--- src/rtl/tdc_readout_if.sv ---
// Bus bundle for the TDC readout back-end: ring/counter capture inputs,
// accumulation/FIFO control and the byte-wide readout.
interface tdc_readout_if #(
  parameter int N_DELAY      = 64,
  parameter int N_CTR        = 16,
  parameter int MAX_AVG_LOG2 = 3
);
  localparam int FW    = $clog2(N_DELAY);
  localparam int SUM_W = N_CTR + 1 + FW + MAX_AVG_LOG2;
  localparam int NB    = (SUM_W + 7) / 8;

  logic [N_DELAY-1:0]                  i_ring;
  logic [N_CTR-1:0]                    i_ctr;
  logic                                i_sample;
  logic [$clog2(MAX_AVG_LOG2+1)-1:0]   i_avg_log2;
  logic                                i_pop;
  logic                                i_clr;
  logic [$clog2(NB+1)-1:0]             i_byte_sel;
  logic [7:0]                          o_data;
  logic                                o_valid;
  logic                                o_ovf;

  modport master (
    output i_ring, i_ctr, i_sample, i_avg_log2, i_pop, i_clr, i_byte_sel,
    input  o_data, o_valid, o_ovf
  );

  modport slave (
    input  i_ring, i_ctr, i_sample, i_avg_log2, i_pop, i_clr, i_byte_sel,
    output o_data, o_valid, o_ovf
  );
endinterface

--- src/rtl/tdc_readout.sv ---
// TDC readout back-end: synchronises the capture request, decodes the ring
// snapshot into a binary timestamp, accumulates 2^k samples and queues the
// sums in a small FIFO exposed one byte at a time.
module tdc_readout #(
  parameter int N_DELAY      = 64,
  parameter int N_CTR        = 16,
  parameter int MAX_AVG_LOG2 = 3,
  parameter int FIFO_DEPTH   = 4
) (
  input logic          clk,
  input logic          rst_n,
  tdc_readout_if.slave bus
);
  localparam int FW    = $clog2(N_DELAY);
  localparam int TS_W  = N_CTR + 1 + FW;
  localparam int SUM_W = TS_W + MAX_AVG_LOG2;
  localparam int NB    = (SUM_W + 7) / 8;
  localparam int CW    = $clog2(FIFO_DEPTH) + 1;
  localparam int AW    = $clog2(FIFO_DEPTH);
  localparam int KW    = $clog2(MAX_AVG_LOG2 + 1);
  localparam int GW    = MAX_AVG_LOG2 + 1;

  logic             r_s1, r_s2, r_s3;
  logic [1:0]       r_vld_pipe;      // [0] capture pulse, [1] timestamp valid
  logic [TS_W-1:0]  r_ts;
  logic [FW-1:0]    w_fine;
  logic [KW-1:0]    w_k_in, w_k, r_k;
  logic [GW-1:0]    r_cnt;
  logic [SUM_W-1:0] r_acc, w_sum;
  logic             w_done;
  logic             r_push;
  logic [SUM_W-1:0] r_push_data;
  logic [SUM_W-1:0] r_mem [FIFO_DEPTH];
  logic [AW-1:0]    r_wptr, r_rptr;
  logic [CW-1:0]    r_count;
  logic             r_ovf;
  logic             w_full, w_empty, w_pop, w_wr;
  logic [NB-1:0][7:0] w_head;
  logic [7:0]       w_data;

  // Two-flop synchroniser plus edge-detect flop; kept across i_clr.
  always_ff @(posedge clk or negedge rst_n) begin
    if (!rst_n) begin
      r_s1 <= 1'b0;
      r_s2 <= 1'b0;
      r_s3 <= 1'b0;
    end else begin
      r_s1 <= bus.i_sample;
      r_s2 <= r_s1;
      r_s3 <= r_s2;
    end
  end

  // Fine position: lowest stage whose value differs from its predecessor.
  always_comb begin
    w_fine = '0;
    for (int i = N_DELAY - 1; i >= 1; i--)
      if (bus.i_ring[i] != bus.i_ring[i-1]) w_fine = FW'(i);
  end

  // Capture pulse and timestamp register; i_clr drops anything in flight.
  always_ff @(posedge clk or negedge rst_n) begin
    if (!rst_n) begin
      r_vld_pipe <= '0;
      r_ts       <= '0;
    end else if (bus.i_clr) begin
      r_vld_pipe <= '0;
    end else begin
      r_vld_pipe <= {r_vld_pipe[0], r_s2 & ~r_s3};
      if (r_vld_pipe[0]) r_ts <= {bus.i_ctr, bus.i_ring[0], w_fine};
    end
  end

  // k is sampled only on the first sample of a group, clamped to the max.
  assign w_k_in = (int'(bus.i_avg_log2) > MAX_AVG_LOG2) ? KW'(MAX_AVG_LOG2)
                                                        : bus.i_avg_log2;
  assign w_k    = (r_cnt == '0) ? w_k_in : r_k;
  assign w_sum  = r_acc + SUM_W'(r_ts);
  assign w_done = (r_cnt + GW'(1)) == (GW'(1) << w_k);

  // Accumulate timestamps; emit the sum once 2^k samples are in.
  always_ff @(posedge clk or negedge rst_n) begin
    if (!rst_n) begin
      r_acc       <= '0;
      r_cnt       <= '0;
      r_k         <= '0;
      r_push      <= 1'b0;
      r_push_data <= '0;
    end else if (bus.i_clr) begin
      r_acc  <= '0;
      r_cnt  <= '0;
      r_k    <= '0;
      r_push <= 1'b0;
    end else begin
      r_push <= 1'b0;
      if (r_vld_pipe[1]) begin
        if (r_cnt == '0) r_k <= w_k_in;
        if (w_done) begin
          r_push      <= 1'b1;
          r_push_data <= w_sum;
          r_acc       <= '0;
          r_cnt       <= '0;
        end else begin
          r_acc <= w_sum;
          r_cnt <= r_cnt + GW'(1);
        end
      end
    end
  end

  assign w_full  = (r_count == CW'(FIFO_DEPTH));
  assign w_empty = (r_count == '0);
  assign w_pop   = bus.i_pop && !w_empty;
  // A full FIFO still accepts a push when the head leaves in the same cycle.
  assign w_wr    = r_push && (!w_full || w_pop);

  // FIFO pointers, occupancy and sticky overflow.
  always_ff @(posedge clk or negedge rst_n) begin
    if (!rst_n) begin
      r_wptr  <= '0;
      r_rptr  <= '0;
      r_count <= '0;
      r_ovf   <= 1'b0;
    end else if (bus.i_clr) begin
      r_wptr  <= '0;
      r_rptr  <= '0;
      r_count <= '0;
      r_ovf   <= 1'b0;
    end else begin
      if (w_wr)  r_wptr <= r_wptr + AW'(1);
      if (w_pop) r_rptr <= r_rptr + AW'(1);
      r_count <= r_count + CW'(w_wr) - CW'(w_pop);
      if (r_push && w_full && !w_pop) r_ovf <= 1'b1;
    end
  end

  // Storage needs no reset: an empty FIFO never shows its contents.
  always_ff @(posedge clk) begin
    if (w_wr && !bus.i_clr) r_mem[r_wptr] <= r_push_data;
  end

  // Byte mux over the head entry, then the status byte, then zeros.
  always_comb begin
    w_head = (NB*8)'(r_mem[r_rptr]);
    w_data = '0;
    for (int b = 0; b < NB; b++)
      if (int'(bus.i_byte_sel) == b && !w_empty) w_data = w_head[b];
    if (int'(bus.i_byte_sel) == NB)
      w_data = {r_ovf, w_empty, w_full, 5'(r_count)};
  end

  assign bus.o_data  = w_data;
  assign bus.o_valid = !w_empty;
  assign bus.o_ovf   = r_ovf;

endmodule

--- src/flat_wrapper.sv ---
// flat-port wrapper written by rule: the top's interface ports become plain ports
module tdc_readout_flat 
#(
  parameter int N_DELAY      = 64,
  parameter int N_CTR        = 16,
  parameter int MAX_AVG_LOG2 = 3,
  parameter int FIFO_DEPTH   = 4
)
  (clk, rst_n, bus_i_ring, bus_i_ctr, bus_i_sample, bus_i_avg_log2, bus_i_pop, bus_i_clr, bus_i_byte_sel, bus_o_data, bus_o_valid, bus_o_ovf);
  tdc_readout_if #(.N_DELAY(N_DELAY), .N_CTR(N_CTR), .MAX_AVG_LOG2(MAX_AVG_LOG2)) bus_i ();
  input logic clk;
  input logic rst_n;
  input wire logic [$bits(bus_i.i_ring)-1:0] bus_i_ring;
  input wire logic [$bits(bus_i.i_ctr)-1:0] bus_i_ctr;
  input wire logic [$bits(bus_i.i_sample)-1:0] bus_i_sample;
  input wire logic [$bits(bus_i.i_avg_log2)-1:0] bus_i_avg_log2;
  input wire logic [$bits(bus_i.i_pop)-1:0] bus_i_pop;
  input wire logic [$bits(bus_i.i_clr)-1:0] bus_i_clr;
  input wire logic [$bits(bus_i.i_byte_sel)-1:0] bus_i_byte_sel;
  output wire logic [$bits(bus_i.o_data)-1:0] bus_o_data;
  output wire logic [$bits(bus_i.o_valid)-1:0] bus_o_valid;
  output wire logic [$bits(bus_i.o_ovf)-1:0] bus_o_ovf;
  assign bus_i.i_ring = bus_i_ring;
  assign bus_i.i_ctr = bus_i_ctr;
  assign bus_i.i_sample = bus_i_sample;
  assign bus_i.i_avg_log2 = bus_i_avg_log2;
  assign bus_i.i_pop = bus_i_pop;
  assign bus_i.i_clr = bus_i_clr;
  assign bus_i.i_byte_sel = bus_i_byte_sel;
  assign bus_o_data = bus_i.o_data;
  assign bus_o_valid = bus_i.o_valid;
  assign bus_o_ovf = bus_i.o_ovf;
  tdc_readout #(.N_DELAY(N_DELAY), .N_CTR(N_CTR), .MAX_AVG_LOG2(MAX_AVG_LOG2), .FIFO_DEPTH(FIFO_DEPTH)) u_core (.clk(clk), .rst_n(rst_n), .bus(bus_i));
endmodule
--- config.mk ---
export PLATFORM = sky130hd
export DESIGN_NAME = tdc_readout_flat
export DESIGN_NICKNAME = d
export VERILOG_FILES = /design/src/rtl/tdc_readout_if.sv /design/src/rtl/tdc_readout.sv /design/src/flat_wrapper.sv
export SDC_FILE = /design/constraint.sdc
export NUM_CORES = 1
export LEC_CHECK = 0
export CORE_MARGIN = 2
export CORE_UTILIZATION = 52
export CTS_CLUSTER_DIAMETER = 60
export CTS_CLUSTER_SIZE = 10
export DETAILED_ROUTE_END_ITERATION = 6
export HOLD_SLACK_MARGIN = 0.02
export PLACE_DENSITY = 0.8
export SLEW_MARGIN = 30
export SYNTH_ARGS = -nofsm -noshare
export SYNTH_HDL_FRONTEND = slang
export SYNTH_SLANG_ARGS = --single-unit
--- constraint.sdc ---
create_clock -name clk -period 2.5 [get_ports clk]
set_input_delay 0.25 -clock clk [delete_from_list [all_inputs] [get_ports clk]]
set_output_delay 0.25 -clock clk [all_outputs]
set_load 0.02 [all_outputs]
Word level (Yosys, flattened, before mapping)
Memory sizes are Yosys's and may differ from the RTL's.
Index checks and enable logic that the tools add are counted.

storage, ports and cells
  register bits = 95
  memory bits (writable) = 104
  bits of input ports = 90
  output and inout bits = 10
  word-level logic and storage cells = 207
  memories = 1

operators by class
  add/sub/neg operators = 6
  equality and inequality tests = 69
  shift operators = 1
  mux-type cells = 90
  bitwise operators = 3
  reductions and logical operators = 23

memory list
  memory        words  bits a word  read ports  clocked after memory_dff  wr ports  line               text
  u_core.r_mem  4      26           1           0                         1         tdc_readout.sv:33  logic [SUM_W-1:0] r_mem [FIFO_DEPTH];

operators by type and width
  operator                                         number
  2-to-1 mux 6 bit                                 63
  2-to-1 mux 26 bit                                3
  inequality test 1 bit                            63
  2-to-1 mux 8 bit                                 5
  adder 26 x 23 -> 26 bit                          1
  2-to-1 mux 2 bit                                 8
  == test 3 bit, second input constant             4
  2-to-1 mux 4 bit                                 3
  logical AND 1 bit                                9
  nonzero test 2 bit                               4
  2-to-1 mux 1 bit                                 7
  zero test 3 bit                                  2
  adder 2 x 1 -> 2 bit, second input constant      2
  adder 4 x 1 -> 4 bit, second input constant      1
  == test 4 bit                                    1
  zero test 1 bit                                  4
  zero test 4 bit                                  1
  left shift 1 x 2 -> 4 bit, first input constant  1
  adder 3 x 1 -> 3 bit                             1
  == test 3 x 2 -> 1 bit, second input constant    1
  2-to-1 mux 3 bit                                 1
  AND reduction 3 bit                              1
  subtractor 3 x 1 -> 3 bit                        1
  NOT 1 bit                                        2
  3 further kinds                                  3

Longest topological paths before layout
Gate-level depths: netlist of the first run.

  depth in word-level cells = 64
  gate-level depth with buffers = 12
  depth with buffers taken out = 11

Worst setup path after synthesis of the first run
OpenSTA, ideal clock, no wires.

  path type = register to register
  from = register u_core.r_acc[0]
  to = register u_core.r_push_data[24]
  library setup time = 0.131 ns
  arrival time = 2.529 ns
  required time = 2.369 ns
  setup slack = -0.160 ns
  cell stages (with the launch flop) = 11
  path buffers = 0
  clock period less this slack = 2.660 ns
  path through = dfrtp_1 -> ha_1 -> fa_1 -> a211o_1 -> a21oi_1 -> nor4_1 -> o21ai_0 -> a21boi_0 -> o21ai_0 -> mux2i_1 -> o22ai_1

on the way
  longest elaborated chain between the ends = 1

ends and longest elaborated chain
  what                     line                text
  start, declared          tdc_readout.sv:29   logic [SUM_W-1:0] r_acc, w_sum;
  start signal, assigned   tdc_readout.sv:104  r_acc <= w_sum;
  adder 26 x 23 -> 26 bit  tdc_readout.sv:78   assign w_sum = r_acc + SUM_W'(r_ts);
  end signal, assigned     tdc_readout.sv:100  r_push_data <= w_sum;
  end, declared            tdc_readout.sv:32   logic [SUM_W-1:0] r_push_data;

No other way between the ends.
A chain may end at the register's enable or synchronous reset.

Worst setup path after layout of the first run
  from = register u_core.r_ts[8]
  to = register u_core.r_acc[20]

on the way
  longest elaborated chain between the ends = 4

ends and longest elaborated chain
  what                     line               text
  start, declared          tdc_readout.sv:25  logic [TS_W-1:0] r_ts;
  start signal, assigned   tdc_readout.sv:70  if (r_vld_pipe[0]) r_ts <= {bus.i_ctr, bus.i_ring[0], w_fine};
  adder 26 x 23 -> 26 bit  tdc_readout.sv:78
  2-to-1 mux 26 bit        tdc_readout.sv:98  if (w_done) begin
  2-to-1 mux 26 bit        tdc_readout.sv:96  if (r_vld_pipe[1]) begin
  2-to-1 mux 26 bit        tdc_readout.sv:89  end else if (bus.i_clr) begin

No other way between the ends. The select of a mux whose other input is x is not followed.

==> key figures, run 1 <==
Logic synthesis
  • Mapped cell area: around 11000 µm²
  • Synth unique cells: 74
  • Post-synth EDFFs: 104
  • Mean Syn Cell Area: 11.1 µm²
  • Yosys warns: 0
  • Cells after Synth: 944
  • Register area share after synthesis: 52.4%
  • Synth Net Count: roughly 1100
  • Ys async rst share: 47.7%
  • Main synth FF type: edfxtp_1
  • Yosys reg bits: around 200

Worst setup path
  • Endpoint type of the worst setup path: flop
  • WP data required: ~2.8 ns
  • Crit path kind: reg -> reg
  • Critical Path AT: 2.98 ns
  • Worst-path fanout max: 6
  • Crit start category: flop

GRT
  • M3 GR Usage: 4.19%
  • Most Used Layer, Global Route: met2
  • Largest net degree at the start of global routing: 49
  • First-pass GRT wire length: 40500 µm
  • All-Layer GR Usage: 24.0%
  • Number of global-route vias before repair: about 8000
  • Total grt overflow: 0
  • Global routing met2 resource utilization: 40.8%
  • Initial antenna violation count: 0
  • Met1 GRT Util: 31.3%

Final layout
  • Most frequent cells in the layout: nand2_1 (109), edfxtp_1 (104), dfrtp_1 (94)
  • Final Net Count: about 1300
  • Layout cells sized above 1: 23.9%
  • Fin util: 69.8%
  • Filler instances: about 1300
  • Synthesis-to-finish area growth: 30.6%
  • Number of diodes: 0
  • Commonest non-fill, non-tap cell in the layout: nand2_1
  • Final Non-Filler Cells: approximately 1400

Die
  • Row count: 51
  • Die ar.: about 21000 µm²
  • I/O Pins: 100
  • Starting Density: between 50% and 60%
  • Width of the die: 146 µm
  • Chip height: between 100 and 150 µm
  • Core Region: 19700 µm²

Drt
  • Average wire per standard cell: between 15 and 20 µm
  • Routed WL: 27700 µm
  • Remaining DRCs: 0
  • Initial DRC Count: 695
  • Vias/cell: 6.04
  • DRT antenna net count: 0
  • 1st-pass router iterations: 5
  • DR vias: between 8000 and 9000

Power and ir drop
  • Sw Share: between 20 and 30%
  • NetSw: around 2.7 mW
  • Clock share of power: between 30 and 40%
  • PwrDens: roughly 650 nW/µm²
  • Leakage: between 5 and 6 nW
  • Internal Power: 6.28 mW
  • Combinational share of power: 25.5%
  • Flop pwr share: 43.4%
  • Overall power: 8.95 mW
  • Peak supply drop: roughly 0.42 mV

Timing
  • Slew headroom: 66.6%
  • Hold WS: between 0.2 and 0.3 ns
  • Fmax: about 0.38 GHz
  • Final setup margin: -0.152 ns
  • Final Hold Fails: 0
  • RSZ-0062 raised after global routing: true
  • Final setup fails: 62
  • Max-slew violation count: 0
  • Slew @ Worst Pin: 0.495 ns
  • Skew final: 0.0136 ns
  • Tcrit/Tclk final: 106%
  • Final Critical Period: around 2.7 ns

Flow run
  • Max-cap check violation count: 0

Clock tree
  • Worst skew pair latency: 0.45 ns
  • CTS Root Cell: clkbuf_16
  • CTS Buf Count: 17
  • Clock-pin slew on the worst setup and hold paths: 0.08 ns
  • CTS tree: yes
  • Max Root-Sink Buffers: 2
  • TritonCTS sink count: 199
  • H-tree levels: 4

Placed design
  • Post-Place Cells: 1347
  • Port Buf Inserts: 99
  • RD Place Congestion: a little under 0.9
  • DP HPWL: 17200 µm

Min path
  • Hold Path Class: in -> reg

Status
  • Status: finished with violations
  • Failing checks: setup timing
[stage by stage]
| stage | worst slack (ns) | area (µm²) | TNS [ns] |
|---|---|---|---|
| after detailed placement | -0.166 | 12300 | -1.70 |
| after global routing | -0.257 | 13700 | -11.41 |
| final | -0.152 | 13700 | -5.24 |
| after global placement | -0.0796 | 12300 | -0.674 |
| after CTS | -0.219 | 13200 | -1.32 |
| after floorplan | 0.0288 | 10500 | 0 |
[sequential cells by signal, summed over array words and instances, names as in the netlist]
name / count
u_core.r_cnt: 4
u_core.r_vld_pipe: 2
u_core.bus.o_ovf: 1
u_core.r_acc: 26
u_core.r_s1: 1
u_core.r_push: 1
u_core.r_s2: 1
u_core.r_k: 2
u_core.r_mem: 104
u_core.r_push_data: 26
u_core.r_rptr: 2
u_core.r_s3: 1
u_core.r_count: 3
u_core.r_wptr: 2
u_core.r_ts: 23
[power by group through the flow]
stage	clock [mW]	combinational [mW]	sequential, mW
2_1_floorplan	0	1.19	3.84
3_3_place_gp	0	1.88	3.90
3_5_place_dp	0	1.94	3.92
4_1_cts	2.80	2.20	3.86
5_1_grt	2.94	2.46	3.90
6_report	2.78	2.28	3.89
[timing repair]
item / in CTS / in global routing
hold endpoints to repair: 24 / 0
setup endpoints to repair: 44 / 57
setup buffers: 8 / 11
hold buffers: 1 / 0
gates cloned: 2 / 7
pin swaps: 29 / 40
resized for setup: 82 / 86
[path summary, 6_finish.rpt]
path	slack, ns	from	end	cells after the start
max	-0.15	u_core.r_ts[8]	u_core.r_acc[20]	10
min	0.25	bus_i_sample	u_core.r_s1	1
max reg2reg	-0.15	u_core.r_ts[8]	u_core.r_acc[20]	10
min reg2reg	0.36	u_core.r_s1	u_core.r_s2	0
max in group asynchronous	1.56	rst_n	u_core.r_k[1]	3
min in group asynchronous	0.28	rst_n	u_core.r_push_data[5]	2
[layout make-up]
cell class                      instances  area [µm²]  area share (%)
Clock buffer                           17         425            3.10
Timing Repair Buffer                  198        1950            14.2
Tap cell                              265         332            2.42
Sequential cell                       199        5500            40.1
Inverter                               40         155            1.13
Multi-Input combinational cell        671        5170            37.7
Clock inverter                         15         183            1.33
[synthesized netlist by cell type, types with 4 or more instances]
cell      instances  area [µm²]
a211oi_1          8        60.1
a21boi_0          4        30.0
a21o_1            9        67.6
a21oi_1          57         285
a22o_1           20         175
a31oi_1          13        81.3
and2_1            9        56.3
and3_1           14        87.6
buf_2             4        20.0
clkbuf_1         24        90.1
dfrtp_1          95        2380
edfxtp_1        104        3120
ha_1             31         388
inv_1            39         146
mux2_2           17         191
mux2i_1           7        70.1
mux4_2           28         631
nand2_1         111         417
nand2b_1         10        62.6
nand3_1          26         130
nand4_1           4        25.0
nor2_1           72         270
nor2b_1           8        50.1
nor3_1           26         130
nor3b_1           4        30.0
nor4_1            7        43.8
o211ai_1          5        37.5
o21a_1            8        60.1
o21ai_0          45         225
o221ai_1          5        43.8
o22ai_1           7        43.8
o31ai_1           6        45.0
or2_2             8        50.1
or3_1            13        81.3
or4_1             4        30.0
xnor2_1          22         193
xor2_1           11        96.3
[logic make-up (layout without fill, tap and decap cells)]
kind of cell    count (synthesis)  in the layout  synth area share, %
xor+xnor                       33             33                 2.75
compound gates                226            226                 14.4
fa+ha+maj                      33             33                 4.07
simple gates                  326            326                 15.0
mux                            53             53                 8.63
flops                         199            199                 52.4
buf+inv                        74            270                 2.81
[critical path, cell delays in order (launching register included)]
cell      delay, ns
dfrtp_1        0.43
ha_1           0.40
a21o_1         0.23
a21boi_0       0.33
o211ai_1       0.13
o21ai_1        0.18
buf_4          0.17
nand2_4        0.06
o31ai_4        0.25
xor2_2         0.24
o21ai_1        0.10
[metal layers]
| metal | wire, µm | vias to the layer above | share of wire (%) |
|---|---|---|---|
| li1 | - | 3900 | - |
| met1 | 11200 | 4176 | 41 |
| met2 | 14100 | 345 | 51 |
| met3 | 1500 | 64 | 5.4 |
| met4 | 823 | 0 | 3.0 |
| met5 | 0 | - | 0 |
Power figures use the tool's default switching activity.
==> run 2: changes to the inputs <==
- ABC_AREA: not set -> 1
- HOLD_SLACK_MARGIN: 0.02 -> not set
- PLACE_DENSITY: 0.8 -> 0.81
==> run 2 against run 1 <==
- design area fell by 2.7%
- fmax is 23% lower
- the flow still finishes with violations (setup timing)
- combinational power is 120% higher
- global-route usage rose by 0.064 points
- cell count up 6.6%
==> key figures, run 2 <==
GRT
  • Number of global-route vias before repair: 8129 (was 8003)
  • Largest net degree at the start of global routing: 52 (was 49)
  • All-Layer GR Usage: 24.0% (about the same)
  • Initial antenna violation count: 0 (unchanged)
  • First-pass GRT wire length: 38000 µm (was 40500 µm)
  • Total grt overflow: 0 (unchanged)

Logic synthesis
  • Post-synth EDFFs: 104 (unchanged)
  • Synth Net Count: 1148 (was 1067)
  • Yosys reg bits: 199 (unchanged)
  • Synth unique cells: 31 (was 74)
  • Dominant cells by area after synthesis: edfxtp_1 (32%), dfrtp_1 (24%), nand2_1 (11%) (was edfxtp_1 (30%), dfrtp_1 (23%), mux4_2 (6.0%))
  • Share of the synthesized area in the top cell type: 31.7% (was 29.7%)
  • Ys async rst share: 47.7% (unchanged)
  • Dominant cell type by area after synthesis: edfxtp_1 (unchanged)
  • Top cells by count, synth: nand2_1 (281), edfxtp_1 (104), nor2_1 (103), dfrtp_1 (95), o21ai_0 (86) (was nand2_1 (111), edfxtp_1 (104), dfrtp_1 (95), nor2_1 (72), a21oi_1 (57))
  • Mapped cell area: 9860 µm² (was 10500 µm²)
  • Register area share after synthesis: 55.8% (was 52.4%)
  • Yosys warns: 0 (unchanged)
  • Main synth FF type: edfxtp_1 (unchanged)
  • Mean Syn Cell Area: 9.62 µm² (was 11.1 µm²)
  • Top-count cell post-synth: nand2_1 (unchanged)
  • Cells after Synth: 1025 (was 944)

Min path
  • Hold depth: 1 (unchanged)
  • Hold_sp: bus_i_sample (unchanged)
  • Hold Path Class: in -> reg (unchanged)

Clock tree
  • Max Root-Sink Buffers: 2 (unchanged)
  • CTS Buf Count: 17 (unchanged)
  • CTS tree: yes (unchanged)
  • Worst skew pair latency: 0.44 ns (was 0.45 ns)
  • TritonCTS sink count: 199 (unchanged)
  • CTS Root Cell: clkbuf_16 (unchanged)
  • H-tree levels: 4 (unchanged)
  • Clock-pin slew on the worst setup and hold paths: 0.07 ns (was 0.08 ns)

Timing
  • Final setup fails: 29 (was 62)
  • Final Critical Period: 3.42 ns (was 2.65 ns)
  • Fmax: 0.292 GHz (was 0.377 GHz)
  • Hold WS: 0.252 ns (was 0.255 ns)
  • RSZ-0062 raised after global routing: true (unchanged)
  • Max-slew violation count: 0 (unchanged)
  • Final setup margin: -0.922 ns (was -0.152 ns)
  • Tcrit/Tclk final: 137% (was 106%)
  • Final Hold Fails: 0 (unchanged)
  • Slew headroom: 53.5% (was 66.6%)
  • Skew final: 0.0111 ns (was 0.0136 ns)
  • Slew @ Worst Pin: 0.697 ns (was 0.495 ns)

Power and ir drop
  • Leakage: 5.77 nW (was 5.56 nW)
  • Peak supply drop: 0.686 mV (was 0.423 mV)
  • PwrDens: 908 nW/µm² (was 652 nW/µm²)

Drt
  • DR vias: 8226 (was 8485)
  • 1st-pass router iterations: 5 (unchanged)
  • Remaining DRCs: 0 (unchanged)
  • Average wire per standard cell: 16.3 µm (was 19.7 µm)
  • Vias/cell: 5.49 (was 6.04)
  • Routed WL: 24400 µm (was 27700 µm)
  • DRT antenna net count: 0 (unchanged)
  • Initial DRC Count: 534 (was 695)

Worst setup path
  • FF-to-FF End: u_core.r_acc[24] (was u_core.r_acc[20])
  • Crit. Startpoint: bus_i_ring[62] (was u_core.r_ts[8])
  • Crit path kind: in -> reg (was reg -> reg)
  • R2R Path Start: u_core.r_acc[0] (was u_core.r_ts[8])
  • Critical Path AT: 3.79 ns (was 2.98 ns)
  • WP data required: 2.87 ns (was 2.83 ns)
  • CP max stage delay: 0.12 ns (was 0.43 ns)
  • Crit start category: primary input (was flop)
  • Most common cell on crit path: nand2_1 (was o21ai_1)
  • Worst-path fanout max: 3 (was 6)
  • Slowest CP cell: a21oi_2 (was dfrtp_1)
  • Worst R2R Setup Slack: -0.92 ns (was -0.15 ns)
  • Worst setup endpoint: u_core.r_ts[0] (was u_core.r_acc[20])
  • R2R depth: 22 (was 10)
  • Endpoint type of the worst setup path: flop (unchanged)

Die
  • Starting Density: 52.9% (was 53.5%)
  • Chip height: 142 µm (was 146 µm)
  • Row count: 50 (was 51)
  • Width of the die: 142 µm (was 146 µm)
  • Core Region: 18600 µm² (was 19700 µm²)
  • I/O Pins: 100 (unchanged)
  • Die ar.: 20100 µm² (was 21400 µm²)

Final layout
  • Design area: 13300 µm² (was 13700 µm²)
  • Filler instances: 1269 (was 1346)
  • Number of diodes: 0 (unchanged)
  • Max reg flops: 104 (unchanged)
  • Commonest non-fill, non-tap cell in the layout: nand2_1 (unchanged)
  • Synthesis-to-finish area growth: 35.4% (was 30.6%)
  • Regs by FF count: u_core.r_mem x104, u_core.r_acc x26, u_core.r_push_data x26 (unchanged)
  • Most frequent cells in the layout: nand2_1 (262), buf_4 (115), edfxtp_1 (104) (was nand2_1 (109), edfxtp_1 (104), dfrtp_1 (94))
  • Final Net Count: 1374 (was 1250)
  • Layout cells sized above 1: 22.2% (was 23.9%)
  • Reg with most FFs: u_core.r_mem (unchanged)

Status
  • Status: finished with violations (unchanged)
  • Failing checks: setup timing (unchanged)

Placed design
  • RD Place Congestion: 0.874 (was 0.888)
  • Port Buf Inserts: 99 (unchanged)
  • DP HPWL: 15400 µm (was 17200 µm)
  • DP Area: 12100 µm² (was 12300 µm²)

Flow run
  • Max-cap check violation count: 0 (unchanged)
-- run 2: report_power, final --
part / internal, mW / switching (mW)
sequential: 4.12 / 0.479
clock: 1.36 / 1.21
combinational: 2.14 / 2.82
-- run 2: worst min-delay path by stage --
stage	end	slack, ns
after floorplan	u_core.bus.o_ovf	-0.05
after global placement	u_core.r_wptr[0]	0.32
after detailed placement	u_core.r_wptr[0]	0.33
after CTS	u_core.r_s1	0.25
after global routing	u_core.r_s1	0.24
final	u_core.r_s1	0.25
-- run 2: per-stage QoR --
stage	cells	setup TNS [ns]	worst slack (ns)	utilization [%]	power, mW
floorplan	1025	-4.32	-0.815	-	6.89
global placement	1434	-10.68	-1.65	64.7	8.23
detailed placement	1434	-12.24	-1.80	64.7	8.41
CTS	1499	-12.25	-0.937	70.3	11.5
global route	1498	-20.87	-1.60	71.6	12.7
finish	1498	-15.44	-0.922	71.6	12.1
-- run 2: what timing repair did --
item,4_1_cts,5_1_grt
hold endpoints to repair,49,0
endpoints found under the setup margin,36,53
hold buffers,1,0
pin swaps,32,39
setup buffers,34,13
resized for setup,103,75
gates cloned,0,0
-- run 2: area by class of cell --
type                       instances  area, µm²  area share (%)
multi-input combinational        731       4610            34.5
clock buffer                      22        465            3.49
inverter                          65        256            1.92
tap                              234        293            2.19
clock inverter                    10       87.6           0.656
sequential                       199       5500            41.2
timing repair buffer             237       2140            16.0
-- run 2: per-layer routing --
metal | vias to the layer above | wire length, µm | share of wire [%] | global-route usage [%]
met2 | 301 | 12700 | 52 | 42.8
met1 | 3926 | 9740 | 40 | 29.0
li1 | 3938 | - | - | -
met3 | 61 | 1380 | 5.6 | 4.59
met5 | - | 0 | 0 | 0
met4 | 0 | 635 | 2.6 | 9.26
-- run 2: kinds of logic (layout without fill, tap and decap cells) --
| group | count (synthesis) | count (layout) | synth area share (%) |
|---|---|---|---|
| buffers and inverters | 95 | 334 | 3.62 |
| XOR/XNOR | 87 | 87 | 7.73 |
| adder cells (fa/ha/maj) | 33 | 33 | 4.34 |
| AND/OR/NAND/NOR | 416 | 416 | 16.4 |
| AO/OA/AOI/OAI | 195 | 195 | 12.1 |
| flip-flops | 199 | 199 | 55.8 |
-- run 2: worst max-delay path, delay by kind of cell --
kind            cells  cell delay (ns)
compound gates      1             0.12
simple gates       63             3.17
buf+inv             2             0.16
==> run 3: changes to the inputs <==
- CORE_MARGIN: 2 -> 3
==> run 3 against run 2 <==
- the flow still finishes with violations (setup timing)
- non-clock buffer count rose by 6
- cell count about the same
- hold slack got worse by 0.018 ns
- via count grew 4.6%
- fmax decreased by 2.8%
- design area increased by 1.3%
- critical path type is now reg -> reg
- power is 4.2% higher
- clock power increased by 8.2%
- highest routed layer unchanged
- wire length rose by 12%
- critical path depth down 43
- first-iteration DRC count grew 40%
- sequential cell count unchanged
- largest power group unchanged
==> key figures, run 3 (synthesis gave the netlist of run 2 again) <==
Status
  • Status: finished with violations (unchanged)
  • Failing checks: setup timing (unchanged)

Clock tree
  • Max Root-Sink Buffers: 2 (unchanged)
  • Worst skew pair latency: 0.45 ns (was 0.44 ns)
  • H-tree levels: 4 (unchanged)
  • CTS Buf Count: 17 (unchanged)
  • CTS Root Cell: clkbuf_16 (unchanged)
  • TritonCTS sink count: 199 (unchanged)
  • CTS tree: yes (unchanged)
  • Clock-pin slew on the worst setup and hold paths: 0.07 ns (about the same)

Worst setup path
  • Slowest CP cell: dfrtp_1 (was a21oi_2)
  • CP max stage delay: 0.42 ns (was 0.12 ns)
  • Worst-path fanout max: 4 (was 3)
  • Endpoint type of the worst setup path: flop (unchanged)
  • Buf+Inv Stages, Crit Path: 1 (was 2)
  • WP data required: 2.82 ns (was 2.87 ns)
  • Family with the most delay on the worst path: compound AO/OA/AOI/OAI gates (was simple AND/OR/NAND/NOR gates)
  • Critical path cell sequence: ha_4 -> a21oi_1 -> inv_1 -> a31oi_4 -> o21ai_2 -> nand2_1 -> nand2_1 -> a21oi_2 -> o21ai_2 -> a21oi_2 -> nor2_1 -> nor2_2 -> o21ai_2 -> nand3_1 -> nand2_2 -> nand3_2 -> nand2_2 -> nand3_4 -> o21ai_4 -> a21oi_2 -> nor2_1 -> xor2_1 -> o22ai_1
  • Critical Path AT: 3.83 ns (was 3.79 ns)
  • Crit start category: flop (was primary input)
  • Crit path kind: reg -> reg (was in -> reg)

Drt
  • 1st-pass router iterations: 6 (was 5)
  • DR vias: 8601 (was 8226)
  • Routed WL: 27400 µm (was 24400 µm)
  • Remaining DRCs: 0 (unchanged)
  • Average wire per standard cell: 18.3 µm (was 16.3 µm)
  • DRT antenna net count: 0 (unchanged)
  • Vias/cell: 5.74 (was 5.49)
  • Initial DRC Count: 746 (was 534)

GRT
  • Number of global-route vias before repair: 8326 (was 8129)
  • Largest net degree at the start of global routing: 50 (was 52)
  • Total grt overflow: 0 (unchanged)
  • All-Layer GR Usage: 25.0% (was 24.0%)
  • First-pass GRT wire length: 40300 µm (was 38000 µm)
  • Initial antenna violation count: 0 (unchanged)

Final layout
  • Max reg flops: 104 (unchanged)
  • Most frequent cells in the layout: nand2_1 (261), edfxtp_1 (104), buf_4 (103) (was nand2_1 (262), buf_4 (115), edfxtp_1 (104))
  • Filler instances: 1180 (was 1269)
  • Reg with most FFs: u_core.r_mem (unchanged)
  • Layout cells sized above 1: 23.1% (was 22.2%)
  • Final Net Count: 1380 (was 1374)
  • Regs by FF count: u_core.r_mem x104, u_core.r_acc x26, u_core.r_push_data x26 (unchanged)
  • Synthesis-to-finish area growth: 37.2% (was 35.4%)
  • Number of diodes: 0 (unchanged)
  • Commonest non-fill, non-tap cell in the layout: nand2_1 (unchanged)

Timing
  • Tcrit/Tclk final: 141% (was 137%)
  • Setup TNS: -21.74 ns (was -15.44 ns)
  • Final setup fails: 32 (was 29)
  • Final Critical Period: 3.52 ns (was 3.42 ns)
  • Slew @ Worst Pin: 0.669 ns (was 0.697 ns)
  • Max-slew violation count: 0 (unchanged)
  • Final setup margin: -1.02 ns (was -0.922 ns)
  • Fmax: 0.284 GHz (was 0.292 GHz)
  • Final Hold Fails: 0 (unchanged)
  • RSZ-0062 raised after global routing: true (unchanged)
  • Skew final: 0.0100 ns (was 0.0111 ns)
  • Slew headroom: 55.4% (was 53.5%)

Placed design
  • RD Place Congestion: 0.857 (was 0.874)
  • DP HPWL: 16100 µm (was 15400 µm)
  • Port Buf Inserts: 99 (unchanged)
  • Dpl ws: -1.77 ns (was -1.80 ns)

Power and ir drop
  • Leakage: 5.90 nW (was 5.77 nW)
  • PwrDens: 935 nW/µm² (was 908 nW/µm²)
  • Peak supply drop: 0.663 mV (was 0.686 mV)

Die
  • Width of the die: 144 µm (was 142 µm)
  • Starting Density: 53.9% (was 52.9%)
  • I/O Pins: 100 (unchanged)
  • Row count: 49 (was 50)
  • Die ar.: 20600 µm² (was 20100 µm²)
  • Chip height: 144 µm (was 142 µm)
  • Core Region: 18300 µm² (was 18600 µm²)

Flow run
  • Max-cap check violation count: 0 (unchanged)

Min path
  • Hold Path Class: in -> reg (unchanged)
==> run 3: changes by cell type in the layout (fill, tap and decap cells not counted), sizes merged <==
cell / before / now
buf: 142 / 151
clkbuf: 31 / 25
inv: 67 / 73
clkdlybuf4s50: 81 / 77
dlymetal6s2s: 0 / 2
bufinv: 0 / 1
clkdlybuf4s15: 1 / 0
clkinv: 6 / 5
clkinvlp: 2 / 1
dlygate4sd2: 3 / 4
==> run 3: final timing paths <==
kind / from / slack, ns / to / depth (start not counted)
min in group asynchronous: rst_n / 0.36 / u_core.r_wptr[0] / 2
hold / removal: bus_i_sample / 0.23 / u_core.r_s1 / 1
max in group asynchronous: rst_n / 1.45 / u_core.r_push_data[11] / 3
setup / recovery: u_core.r_acc[3] / -1.02 / u_core.r_acc[24] / 23
hold reg to reg: u_core.r_s1 / 0.35 / u_core.r_s2 / 0
setup reg to reg: u_core.r_acc[3] / -1.02 / u_core.r_acc[24] / 23
==> run 3: stage by stage <==
step	util [%]	hold slack [ns]	cells	total power [mW]	instance area, µm²
floorplan	-	-0.0456	1025	6.89	9990
global placement	65.8	0.312	1424	8.26	12000
detailed placement	65.8	0.320	1424	8.44	12000
CTS	71.9	0.233	1488	11.7	13100
global route	74.0	0.239	1499	13.2	13500
finish	74.0	0.234	1499	12.6	13500
==> run 3: final cells by class <==
cell class / instances / area, µm² / share of cell area, %
clock buffer: 17 / 425 / 3.15
multi-input combinational: 731 / 4590 / 33.9
sequential: 199 / 5500 / 40.7
clock inverter: 15 / 171 / 1.27
tap: 229 / 287 / 2.12
inverter: 65 / 260 / 1.92
timing repair buffer: 243 / 2290 / 16.9
==> run 3: metal layers <==
metal | track usage, % | wire, µm | up-vias
met1 | 30.6 | 10500 | 4158
met3 | 4.36 | 1690 | 97
met5 | 0 | 0 | -
li1 | - | - | 3960
met2 | 43.7 | 14200 | 386
met4 | 10.5 | 1090 | 0
==> run 3: report_power, final <==
group | internal (mW) | switching [mW]
registers | 4.12 | 0.495
logic | 2.27 | 2.99
clock network | 1.43 | 1.33
==> run 3: what timing repair did <==
| action | CTS | global route |
|---|---|---|
| buffers inserted | 45 | 20 |
| endpoints found under the setup margin | 41 | 65 |
| hold buffers | 1 | 0 |
| gates cloned | 0 | 2 |
| gates resized for setup | 118 | 100 |
| hold endpoints to repair | 47 | 0 |
| pin swaps | 37 | 66 |
